[src/rtl/mac_array.sv]
// mac_array: CH-lane multiply-accumulate array computing NOUT dot products of K terms per job.
// Coefficients come two per synchronous-ROM word; results leave through a valid/ready port.
module mac_array #(
  parameter  int unsigned CH    = 4,
  parameter  int unsigned XW    = 9,
  parameter  int unsigned AW    = 7,
  parameter  int unsigned K     = 8,
  parameter  int unsigned NOUT  = 4,
  parameter  int unsigned ACCW  = 19,
  localparam int unsigned ADDRW = (NOUT * K / 2 > 1) ? $clog2(NOUT * K / 2) : 1
) (
  input  logic                clk,
  input  logic                rst,
  input  logic                start,
  input  logic                sgn,
  output logic [ADDRW-1:0]    coef_addr,
  input  logic [2*AW-1:0]     coef_data,
  input  logic [CH*XW-1:0]    x_data,
  input  logic                x_valid,
  output logic                x_shift,
  output logic [CH*ACCW-1:0]  acc_out,
  output logic                out_valid,
  input  logic                out_ready,
  output logic                busy,
  output logic                done
);
  localparam int unsigned KW = $clog2(K);
  localparam int unsigned NW = (NOUT > 1) ? $clog2(NOUT) : 1;

  typedef enum logic [1:0] {IDLE, FETCH, RUN, DRAIN} state_t;

  state_t             state_q, state_d;
  logic [KW-1:0]      k_q, k_d;
  logic [NW-1:0]      n_q, n_d;
  logic [ADDRW-1:0]   addr_d;
  logic [AW-1:0]      lo_q, lo_d;
  logic               sgn_q, sgn_d;
  logic [ACCW-1:0]    acc_q [CH];
  logic [ACCW-1:0]    acc_d [CH];
  logic [ACCW-1:0]    sum   [CH];
  logic [CH*ACCW-1:0] acc_out_d;
  logic               out_valid_d, busy_d, done_d;
  logic               last_term, stall, consume;
  logic [AW-1:0]      a_sel;
  logic [ACCW-1:0]    a_ext;

  // Per-lane product-sum; even terms take the high half of the live ROM word, odd terms the saved low half.
  always_comb begin
    a_sel = k_q[0] ? lo_q : coef_data[2*AW-1:AW];
    a_ext = {{(ACCW-AW){sgn_q & a_sel[AW-1]}}, a_sel};
    for (int c = 0; c < CH; c++) begin
      sum[c] = acc_q[c] + a_ext * {{(ACCW-XW){sgn_q & x_data[c*XW+XW-1]}}, x_data[c*XW +: XW]};
    end
  end

  // Next-state and next-output logic.
  always_comb begin
    state_d     = state_q;
    k_d         = k_q;
    n_d         = n_q;
    addr_d      = coef_addr;
    lo_d        = lo_q;
    sgn_d       = sgn_q;
    acc_d       = acc_q;
    acc_out_d   = acc_out;
    out_valid_d = out_valid & ~out_ready;
    done_d      = 1'b0;
    consume     = 1'b0;
    last_term   = (k_q == KW'(K - 1));
    // Holding the final term keeps a fresh result from overwriting one the consumer has not taken.
    stall       = last_term & out_valid & ~out_ready;

    case (state_q)
      IDLE: begin
        if (start) begin
          sgn_d   = sgn;
          k_d     = '0;
          n_d     = '0;
          addr_d  = '0;
          for (int c = 0; c < CH; c++) acc_d[c] = '0;
          state_d = FETCH;
        end
      end
      FETCH: state_d = RUN;
      RUN: begin
        if (x_valid && !stall) begin
          consume = 1'b1;
          if (!k_q[0]) begin
            lo_d   = coef_data[AW-1:0];
            addr_d = coef_addr + ADDRW'(1);
          end
          if (last_term) begin
            for (int c = 0; c < CH; c++) begin
              acc_out_d[c*ACCW +: ACCW] = sum[c];
              acc_d[c]                  = '0;
            end
            out_valid_d = 1'b1;
            k_d         = '0;
            if (n_q == NW'(NOUT - 1)) state_d = DRAIN;
            else                      n_d     = n_q + NW'(1);
          end else begin
            acc_d = sum;
            k_d   = k_q + KW'(1);
          end
        end
      end
      DRAIN: begin
        if (!out_valid_d) begin
          state_d = IDLE;
          done_d  = 1'b1;
        end
      end
      default: state_d = IDLE;
    endcase

    busy_d = (state_d != IDLE);
  end

  assign x_shift = consume;

  always_ff @(posedge clk or negedge rst) begin
    if (!rst) begin
      state_q   <= IDLE;
      k_q       <= '0;
      n_q       <= '0;
      coef_addr <= '0;
      lo_q      <= '0;
      sgn_q     <= 1'b0;
      for (int c = 0; c < CH; c++) acc_q[c] <= '0;
      acc_out   <= '0;
      out_valid <= 1'b0;
      busy      <= 1'b0;
      done      <= 1'b0;
    end else begin
      state_q   <= state_d;
      k_q       <= k_d;
      n_q       <= n_d;
      coef_addr <= addr_d;
      lo_q      <= lo_d;
      sgn_q     <= sgn_d;
      acc_q     <= acc_d;
      acc_out   <= acc_out_d;
      out_valid <= out_valid_d;
      busy      <= busy_d;
      done      <= done_d;
    end
  end

endmodule

[config.mk]
export PLATFORM = sky130hd
export DESIGN_NAME = mac_array
export DESIGN_NICKNAME = d
export VERILOG_FILES = /design/src/rtl/mac_array.sv
export SDC_FILE = /design/constraint.sdc
export NUM_CORES = 1
export LEC_CHECK = 0
export ABC_AREA = 1
export CORE_ASPECT_RATIO = 0.5
export CORE_MARGIN = 10
export CORE_UTILIZATION = 62
export DETAILED_ROUTE_END_ITERATION = 6
export GPL_TIMING_DRIVEN = 0
export PLACE_DENSITY = 0.83
export SYNTH_ARGS = -nofsm -noshare
export SYNTH_HDL_FRONTEND = slang
export SYNTH_SLANG_ARGS = --single-unit
[constraint.sdc]
create_clock -name clk -period 8.8 [get_ports clk]
set_input_delay 1.76 -clock clk [delete_from_list [all_inputs] [get_ports clk]]
set_output_delay 1.76 -clock clk [all_outputs]
set_load 0.02 [all_outputs]
==> flow_summary_export.csv, run 1 <==
group,metric,value,unit
worst_setup_path,r2r_start,"k_q[0]$_DFFE_PN0P_",
finish,final_common_cell,"nand2_1",
routing,drtIter0Drc,1576,
timing,rsz0062_at_grt,"no",
worst_setup_path,path_buf_inv,7,
worst_setup_path,cpPeakStageDelay,670,ps
floorplan,initial_core_util,63.05,%
worst_setup_path,rr_endpoint,"acc_q[75]$_DFFE_PN0P_",
worst_setup_path,cp.required,9140,ps
placement,dp_hpwl,50990,µm
finish,fin_area,25340,µm²
timing,drv_slew,0,
finish,fin_util,70.42,%
worst_setup_path,startpoint_type,"primary input",
clock_network,numCtsBuffers,17,
clock_network,clock_sinks,174,
floorplan,dieWidth,290.6,µm
synth,syn_area_per_cell,7.574,µm²
clock_network,clk_latency,460,ps
routing,drc,0,
placement,gp_congestion,0.9709,
clock_network,clock_path_buffers,2,
worst_setup_path,cp-endpoint,"acc_q[75]$_DFFE_PN0P_",
worst_setup_path,r2r_slack,1300,ps
finish,final_nets,3694,
routing,vias_per_cell,5.440,
finish,fin_cells,3651,
worst_setup_path,critPathTopFamily,"adder cells",
job,drv_cap,0,
timing,skew,17.45,ps
synth,synth-seq-cells,174,
timing,setup_viol,0,
placement,dp_cells,3620,
routing,finalWirelength,61550,µm
worst_setup_path,path_max_fanout,10,
finish,area.growth.synth_to_final,11.68,%
timing,fmax,119.3,MHz
clock_network,tritoncts,"built",
floorplan,die_y,155.3,µm
finish,mostFrequentLayoutCells,"nand2_1, inv_1, nor2_1, fa_1, ha_1",
worst_setup_path,crit_slowest_cell,"clkbuf_1",
timing,period_needed,8385,ps
synth,syn_inst,2996,
synth,synthFlopType,"dfrtp_1",
grt,grt_max_degree,122,
timing,hold_viol_final,0,
floorplan,core-area,35990,µm²
synth,yosysTopAreaCellShare,24.00,%
clock_network,ctsRootBufferMaster,"clkbuf_16",
hold_path,hold_class,"reg2reg",
grt,antenna_found_initial,1,
clock_network,hold_buffers,0,
grt,grt_overflow_total,0,
worst_setup_path,critPathLaunch,"coef_data[12]",
synth,ys_types,40,
finish,nFillCells,2895,
worst_setup_path,cp-end-kind,"flip-flop",
placement,port_buffers,139,
worst_setup_path,worstSetupPathType,"in2reg",
synth,synth_area_leaders,"fa_1, dfrtp_1, ha_1",
placement,place_area,24720,µm²
routing,firstDrtPassIters,5,
worst_setup_path,cp.depth,30,
clock_network,htree_levels,4,
timing,finalCritPeriodShare,95.28,%
worst_setup_path,reg2reg_depth,30,
timing,tightest_slew,1076,ps
clock_network,clk_pin_slew,80,ps
clock_network,post_cts_buffers,0,
worst_setup_path,critPathArrivalTime,8730,ps
timing,relSlewSlack,28.25,%
routing,post_drt_wl_per_cell,16.86,µm
routing,vias,19860,
finish,diodes,0,
floorplan,die_area,45120,µm²
hold_path,hold_depth,2,
finish,drive_gt1_share,2.810,%
grt,grt_pass1_vias,19990,
timing,finalSetupTns,0,ps
floorplan,ios,140,
floorplan,rows,49,
synth,netlist_area,22690,µm²
synth,synth-async-reset-ratio,100.0,%
synth,yosysWarnings,0,
routing,detail-route-antenna-nets,0,
synth,synth_fp_nets,3536,
grt,grt_usage,27.14,%
synth,synth_edf_count,0,
synth,ys_seq_area_share,19.19,%
synth,synth_area_leader_cell,"fa_1",
grt,grt_pass1_wl,99210,µm
status,outcome,"finished clean",
-- kinds of logic (layout without fill, tap and decap cells) --
group / Yosys count / count (layout) / synth area share (%)
buf+inv: 690 / 861 / 11.63
fa+ha+maj: 484 / 484 / 35.69
flops: 174 / 174 / 19.19
simple gates: 1232 / 1232 / 21.93
xor+xnor: 98 / 98 / 3.783
compound gates: 318 / 318 / 7.775
-- worst min path at each step --
stage | start | end
floorplan | acc_q[7]$_DFFE_PN0P_ | acc_q[7]$_DFFE_PN0P_
global placement | acc_out[33]$_DFFE_PN0P_ | acc_out[33]$_DFFE_PN0P_
detailed placement | acc_out[62]$_DFFE_PN0P_ | acc_out[62]$_DFFE_PN0P_
CTS | acc_out[62]$_DFFE_PN0P_ | acc_out[62]$_DFFE_PN0P_
global route | acc_out[36]$_DFFE_PN0P_ | acc_out[36]$_DFFE_PN0P_
finish | acc_out[62]$_DFFE_PN0P_ | acc_out[62]$_DFFE_PN0P_
-- cell usage after synthesis, types with 38 or more instances --
| cell | n |
|---|---|
| xor2_1 | 42 |
| clkbuf_1 | 38 |
| nand3_1 | 161 |
| dfrtp_1 | 174 |
| a21oi_1 | 116 |
| nand2_1 | 674 |
| fa_1 | 272 |
| ha_1 | 212 |
| xnor2_1 | 56 |
| o21ai_0 | 103 |
| nor2_1 | 347 |
| inv_1 | 620 |
-- cell type report --
type | count | area (µm²) | share of cell area, %
flip-flops and latches | 174 | 4354 | 17.18
clock inverters | 14 | 170.2 | 0.6715
inverters | 626 | 2350 | 9.272
plain buffers | 63 | 291.5 | 1.150
repair buffers | 140 | 1424 | 5.619
multi-input cells | 2132 | 15710 | 61.98
clock buffers | 18 | 439.2 | 1.733
well taps | 484 | 605.6 | 2.390
-- metal layers --
| metal | track usage (%) | share of wire (%) | vias up |
|---|---|---|---|
| met5 | 0 | 0 | - |
| met1 | 33.10 | 41 | 9528 |
| li1 | - | - | 9497 |
| met2 | 46.48 | 48 | 701 |
| met3 | 6.362 | 8.3 | 137 |
| met4 | 10.29 | 3.4 | 0 |
-- worst min-delay path, cell delays in order, from the launching register on --
cell     delay, ps
dfrtp_1        340
nand2_1         50
nand2_1         50
-- metrics by stage --
| stage | setup slack (ps) | hold WS (ps) |
|---|---|---|
| floorplan | 1398 | 455.4 |
| global placement | -1321 | 462.2 |
| detailed placement | -938.3 | 463.8 |
| CTS | 1.789 | 484.6 |
| global route | 51.33 | 503.5 |
| finish | 415.2 | 479.5 |
-- flip-flops by register name, summed over array words and instances, names as in the netlist --
signal	flops
sgn_q	1
k_q	3
done	1
lo_q	7
coef_addr	4
acc_out	76
acc_q	76
n_q	2
busy	1
state_q	2
out_valid	1
-- what timing repair did --
action,in CTS,in global routing
cloned,0,0
setup endpoints to repair,32,26
resized for setup,1,9
Power of run 1 is left out: the tool's default activity adds up to more than one toggle a clock period on the data nets, which glitch-free logic cannot reach.
==> run 2, diff against run 1 <==
--- a/config.mk
+++ b/config.mk
@@ -8,10 +8,11 @@
 export ABC_AREA = 1
 export CORE_ASPECT_RATIO = 0.5
 export CORE_MARGIN = 10
-export CORE_UTILIZATION = 62
+export CORE_UTILIZATION = 50
 export DETAILED_ROUTE_END_ITERATION = 6
+export GPL_ROUTABILITY_DRIVEN = 0
 export GPL_TIMING_DRIVEN = 0
-export PLACE_DENSITY = 0.83
+export PLACE_DENSITY = 0.69
 export SYNTH_ARGS = -nofsm -noshare
 export SYNTH_HDL_FRONTEND = slang
 export SYNTH_SLANG_ARGS = --single-unit
==> run 2 against run 1 <==
- count of clock-buffer cells in the layout unchanged
- non-clock buffer count is the same
- largest cell class unchanged
- design area is 0.60% higher
==> flow_summary_export.csv, run 2 (synthesis results as in run 1) <==
group,metric,value,unit
timing,period_needed,8368,ps
clock_network,tritoncts,"built",
clock_network,numCtsBuffers,17,
routing,top_layer_used,"met4",
worst_setup_path,worstSetupPathType,"in2reg",
floorplan,die_area,54820,µm²
clock_network,ctsRootBufferMaster,"clkbuf_16",
clock_network,hold_buffers,0,
finish,reg.largest.list,"acc_out x76, acc_q x76, lo_q x7",
grt,grt_pass1_wl,100400,µm
clock_network,clk_latency,470,ps
worst_setup_path,reg2reg_depth,31,
hold_path,hold_class,"reg2reg",
clock_network,cts-resized-gates,1,
worst_setup_path,path_common_cell,"inv_1",
finish,final_common_cell,"nand2_1",
timing,whs,478.0,ps
routing,met1_length,27060,µm
timing,relSlewSlack,32.81,%
timing,finalCritPeriodShare,95.09,%
grt,grt_overflow_total,0,
timing,skew,11.79,ps
clock_network,clk_pin_slew,70,ps
floorplan,ios,140,
routing,vias,19520,
floorplan,core-area,45010,µm²
finish,fin_util,56.64,%
floorplan,die_y,170.6,µm
routing,post_drt_wl_per_cell,16.27,µm
routing,drc,0,
timing,hold_viol_final,0,
timing,finalSetupTns,0,ps
timing,worst_slack,431.9,ps
finish,seq_area,4354,µm²
worst_setup_path,path_max_fanout,10,
finish,diodes,0,
worst_setup_path,cp.required,9150,ps
grt,grt_usage,22.87,%
placement,dp_hpwl,51440,µm
hold_path,hold_depth,2,
routing,detail-route-antenna-nets,0,
floorplan,dieWidth,321.3,µm
routing,drtIter0Drc,1516,
routing,finalWirelength,61240,µm
finish,multi_input_area,15710,µm²
routing,firstDrtPassIters,5,
floorplan,initial_core_util,50.42,%
routing,met2_length,29610,µm
finish,drive_gt1_share,2.716,%
job,drv_cap,0,
finish,area.growth.synth_to_final,12.35,%
worst_setup_path,startpoint_type,"primary input",
routing,route.met3.wl,3245,µm
worst_setup_path,critPathArrivalTime,8720,ps
timing,drv_slew,0,
clock_network,htree_levels,4,
timing,rsz0062_at_grt,"no",
grt,antenna_found_initial,1,
timing,tightest_slew,1008,ps
clock_network,clock_path_buffers,2,
clock_network,post_cts_buffers,0,
worst_setup_path,cpPeakStageDelay,690,ps
routing,vias_per_cell,5.187,
floorplan,rows,55,
finish,mostFrequentLayoutCells,"nand2_1, inv_1, nor2_1, fa_1, ha_1",
timing,fmax,119.5,MHz
grt,grt_max_degree,117,
placement,post-place-ws,-667.0,ps
grt,grt_pass1_vias,19750,
worst_setup_path,cp-end-kind,"flip-flop",
timing,setup_viol,0,
placement,port_buffers,139,
status,outcome,"finished clean",
finish,nFillCells,4295,
worst_setup_path,crit_slowest_cell,"clkbuf_1",
clock_network,clock_sinks,174,
finish,final_nets,3694,
==> run 2: cell types whose count changed in the layout (fill, tap and decap cells not counted) <==
| cell | previous run | this run |
|---|---|---|
| inv_6 | 4 | 2 |
| buf_4 | 5 | 4 |
| clkinv_4 | 3 | 4 |
| inv_1 | 619 | 620 |
| bufinv_16 | 1 | 3 |
| clkinvlp_4 | 1 | 2 |
| clkbuf_4 | 0 | 1 |
| clkinv_8 | 3 | 0 |
| clkbuf_1 | 36 | 37 |
| inv_2 | 7 | 6 |
| clkbuf_2 | 1 | 0 |
==> run 2: metrics by stage <==
step | instance area (µm²) | cells
after floorplan | 22690 | 2996
after global placement | 24830 | 3733
after detailed placement | 24860 | 3734
after CTS | 25480 | 3765
after global routing | 25490 | 3764
final | 25490 | 3764
==> run 2: metal layers <==
| layer | GRT usage [%] | vias to the layer above |
|---|---|---|
| met3 | 3.278 | 81 |
| met2 | 39.25 | 492 |
| met5 | 0 | - |
| li1 | - | 9482 |
| met1 | 30.05 | 9469 |
| met4 | 6.144 | 0 |
==> run 2: worst max-delay path, delay by kind of cell <==
kind	cells	cell delay, ps
compound gates	5	760
xor+xnor	1	160
fa+ha+maj	6	2660
buf+inv	9	2030
simple gates	10	1320
==> run 2: final cells by class <==
| type | count | share of cell area [%] |
|---|---|---|
| Buffer | 63 | 1.139 |
| Clock buffer | 18 | 1.723 |
| Clock inverter | 13 | 0.7067 |
| Inverter | 626 | 9.217 |
| Multi-Input combinational cell | 2132 | 61.61 |
| Sequential cell | 174 | 17.08 |
| Tap cell | 598 | 2.935 |
| Timing Repair Buffer | 140 | 5.585 |
==> run 2: final timing paths <==
path,to,startpoint,slack [ps]
max,acc_out[74]$_DFFE_PN0P_,coef_data[13],430
min,acc_out[34]$_DFFE_PN0P_,acc_out[34]$_DFFE_PN0P_,480
max reg2reg,acc_out[74]$_DFFE_PN0P_,k_q[0]$_DFFE_PN0P_,1290
min reg2reg,acc_out[34]$_DFFE_PN0P_,acc_out[34]$_DFFE_PN0P_,480
max in group asynchronous,acc_out[17]$_DFFE_PN0P_,rst,6620
min in group asynchronous,acc_out[67]$_DFFE_PN0P_,rst,1240
Power of run 2 is left out for the same reason.
==> run 3, diff against run 2 <==
--- a/config.mk
+++ b/config.mk
@@ -6,13 +6,13 @@
 export NUM_CORES = 1
 export LEC_CHECK = 0
 export ABC_AREA = 1
-export CORE_ASPECT_RATIO = 0.5
 export CORE_MARGIN = 10
 export CORE_UTILIZATION = 50
 export DETAILED_ROUTE_END_ITERATION = 6
 export GPL_ROUTABILITY_DRIVEN = 0
 export GPL_TIMING_DRIVEN = 0
 export PLACE_DENSITY = 0.69
+export RECOVER_POWER = 25
 export SYNTH_ARGS = -nofsm -noshare
 export SYNTH_HDL_FRONTEND = slang
 export SYNTH_SLANG_ARGS = --single-unit
==> run 3 against run 2 <==
- the flow now finishes with violations (max-capacitance violations, max-slew violations)
- wire length increased by 4.6%
- sequential cell count unchanged
- via count increased by 0.99%
- register-to-register slack about the same
- critical path type unchanged
- critical endpoint is now acc_out[18]$_DFFE_PN0P_
- largest cell class unchanged
==> flow_summary_export.csv, run 3 (synthesis results as in run 1) <==
group,metric,value,unit
hold_path,hp-start,"acc_out[69]$_DFFE_PN0P_",
finish,area.growth.synth_to_final,12.32,%
placement,port_buffers,139,
floorplan,die_area,54310,µm²
worst_setup_path,r2r_start,"k_q[0]$_DFFE_PN0P_",
timing,rsz0062_at_grt,"no",
grt,grt_pass1_wl,103800,µm
timing,finalCritPeriodShare,96.54,%
finish,drive_gt1_share,2.621,%
grt,grt_usage,24.36,%
clock_network,clk_pin_slew,70,ps
timing,fmax,117.7,MHz
clock_network,numCtsBuffers,17,
clock_network,htree_levels,4,
floorplan,ios,140,
timing,hold_viol_final,0,
placement,post-place-ws,-936.8,ps
worst_setup_path,reg2reg_depth,34,
finish,final_common_cell,"nand2_1",
clock_network,clock_path_buffers,2,
status,violations,"max-capacitance violations, max-slew violations",
worst_setup_path,cp-end-kind,"flip-flop",
timing,drv_slew,177,
floorplan,rows,77,
worst_setup_path,path_common_cell,"inv_1",
clock_network,tritoncts,"built",
timing,skew,15.36,ps
timing,tightest_slew,4578,ps
finish,mostFrequentLayoutCells,"nand2_1, inv_1, nor2_1, fa_1, ha_1",
grt,antenna_found_initial,4,
worst_setup_path,rr_endpoint,"acc_out[18]$_DFFE_PN0P_",
worst_setup_path,worstSetupPathType,"in2reg",
routing,finalWirelength,64050,µm
routing,vias_per_cell,5.241,
worst_setup_path,cpPeakStageDelay,630,ps
clock_network,ctsRootBufferMaster,"clkbuf_16",
routing,drc,0,
finish,nFillCells,4136,
grt,grt_overflow_total,0,
floorplan,die_y,233.0,µm
timing,relSlewSlack,-205.2,%
hold_path,hold_class,"reg2reg",
worst_setup_path,crit_slowest_cell,"buf_1",
hold_path,hold_depth,2,
clock_network,clk_latency,490,ps
grt,grt_pass1_vias,20190,
routing,detail-route-antenna-nets,0,
routing,firstDrtPassIters,6,
hold_path,worstHoldEndpoint,"acc_out[69]$_DFFE_PN0P_",
timing,period_needed,8496,ps
routing,post_drt_wl_per_cell,17.02,µm
job,drv_cap,2,
timing,worst_slack,304.4,ps
worst_setup_path,startpoint_type,"primary input",
routing,vias,19720,
placement,dp_hpwl,53500,µm
worst_setup_path,cp.required,9190,ps
status,outcome,"finished, violations left",
worst_setup_path,critPathLaunch,"coef_data[9]",
worst_setup_path,r2r_slack,1280,ps
clock_network,clock_sinks,174,
floorplan,core-area,44510,µm²
floorplan,dieWidth,233.0,µm
floorplan,initial_core_util,50.98,%
worst_setup_path,critPathArrivalTime,8880,ps
grt,grt_max_degree,95,
finish,final_nets,3694,
worst_setup_path,path_max_fanout,10,
routing,drtIter0Drc,1460,
timing,setup_viol,0,
finish,reg.largest.list,"acc_out x76, acc_q x76, lo_q x7",
==> run 3: layout make-up <==
class / count / area [µm²] / share of cell area (%)
inverters: 626 / 2350 / 9.219
multi-input cells: 2132 / 15720 / 61.68
clock inverters: 11 / 181.4 / 0.7118
repair buffers: 140 / 1390 / 5.454
well taps: 592 / 740.7 / 2.906
diodes: 3 / 7.507 / 0.02946
plain buffers: 63 / 292.8 / 1.149
clock buffers: 21 / 450.4 / 1.767
flip-flops and latches: 174 / 4354 / 17.08
==> run 3: stage by stage <==
| stage | TNS (ps) | cell area [µm²] | util [%] | cells | hold WS, ps |
|---|---|---|---|---|---|
| floorplan | 0 | 22690 | - | 2996 | 455.4 |
| global placement | -276930 | 24820 | 55.77 | 3727 | 462.4 |
| detailed placement | -43250 | 24860 | 55.85 | 3728 | 464.4 |
| CTS | 0 | 25490 | 57.28 | 3760 | 482.5 |
| global route | 0 | 25480 | 57.26 | 3761 | 499.9 |
| finish | 0 | 25490 | 57.26 | 3762 | 476.5 |
==> run 3: how the worst max path moves through the flow <==
stage | endpoint | slack [ps]
global placement | acc_q[18]$_DFFE_PN0P_ | -1430
floorplan | acc_out[18]$_DFFE_PN0P_ | 1400
detailed placement | acc_out[18]$_DFFE_PN0P_ | -940
global route | acc_q[75]$_DFFE_PN0P_ | 10
CTS | acc_out[18]$_DFFE_PN0P_ | 10
finish | acc_out[18]$_DFFE_PN0P_ | 300
==> run 3: critical path, delay by kind of cell <==
kind                       cells  cell delay [ps]
xor gates and xnor gates       1              180
and+or+nand+nor               13             1480
adders and majority gates      6             2720
AOI/OAI and AO/OA              4              940
buffers and inverters          9             1760
==> run 3: metal layers <==
metal | wire [µm] | GRT usage (%)
met5 | 24 | 0
met3 | 4417 | 5.269
met1 | 25950 | 29.59
met4 | 2936 | 11.38
met2 | 30720 | 40.68
==> run 3: what timing repair did <==
action	4_1_cts	5_1_grt
pin swaps	0	0
resized for setup	1	10
buffers inserted	0	0
endpoints found under the setup margin	34	53
hold buffers	0	0
cloned	0	0
Power of run 3 is left out for the same reason.
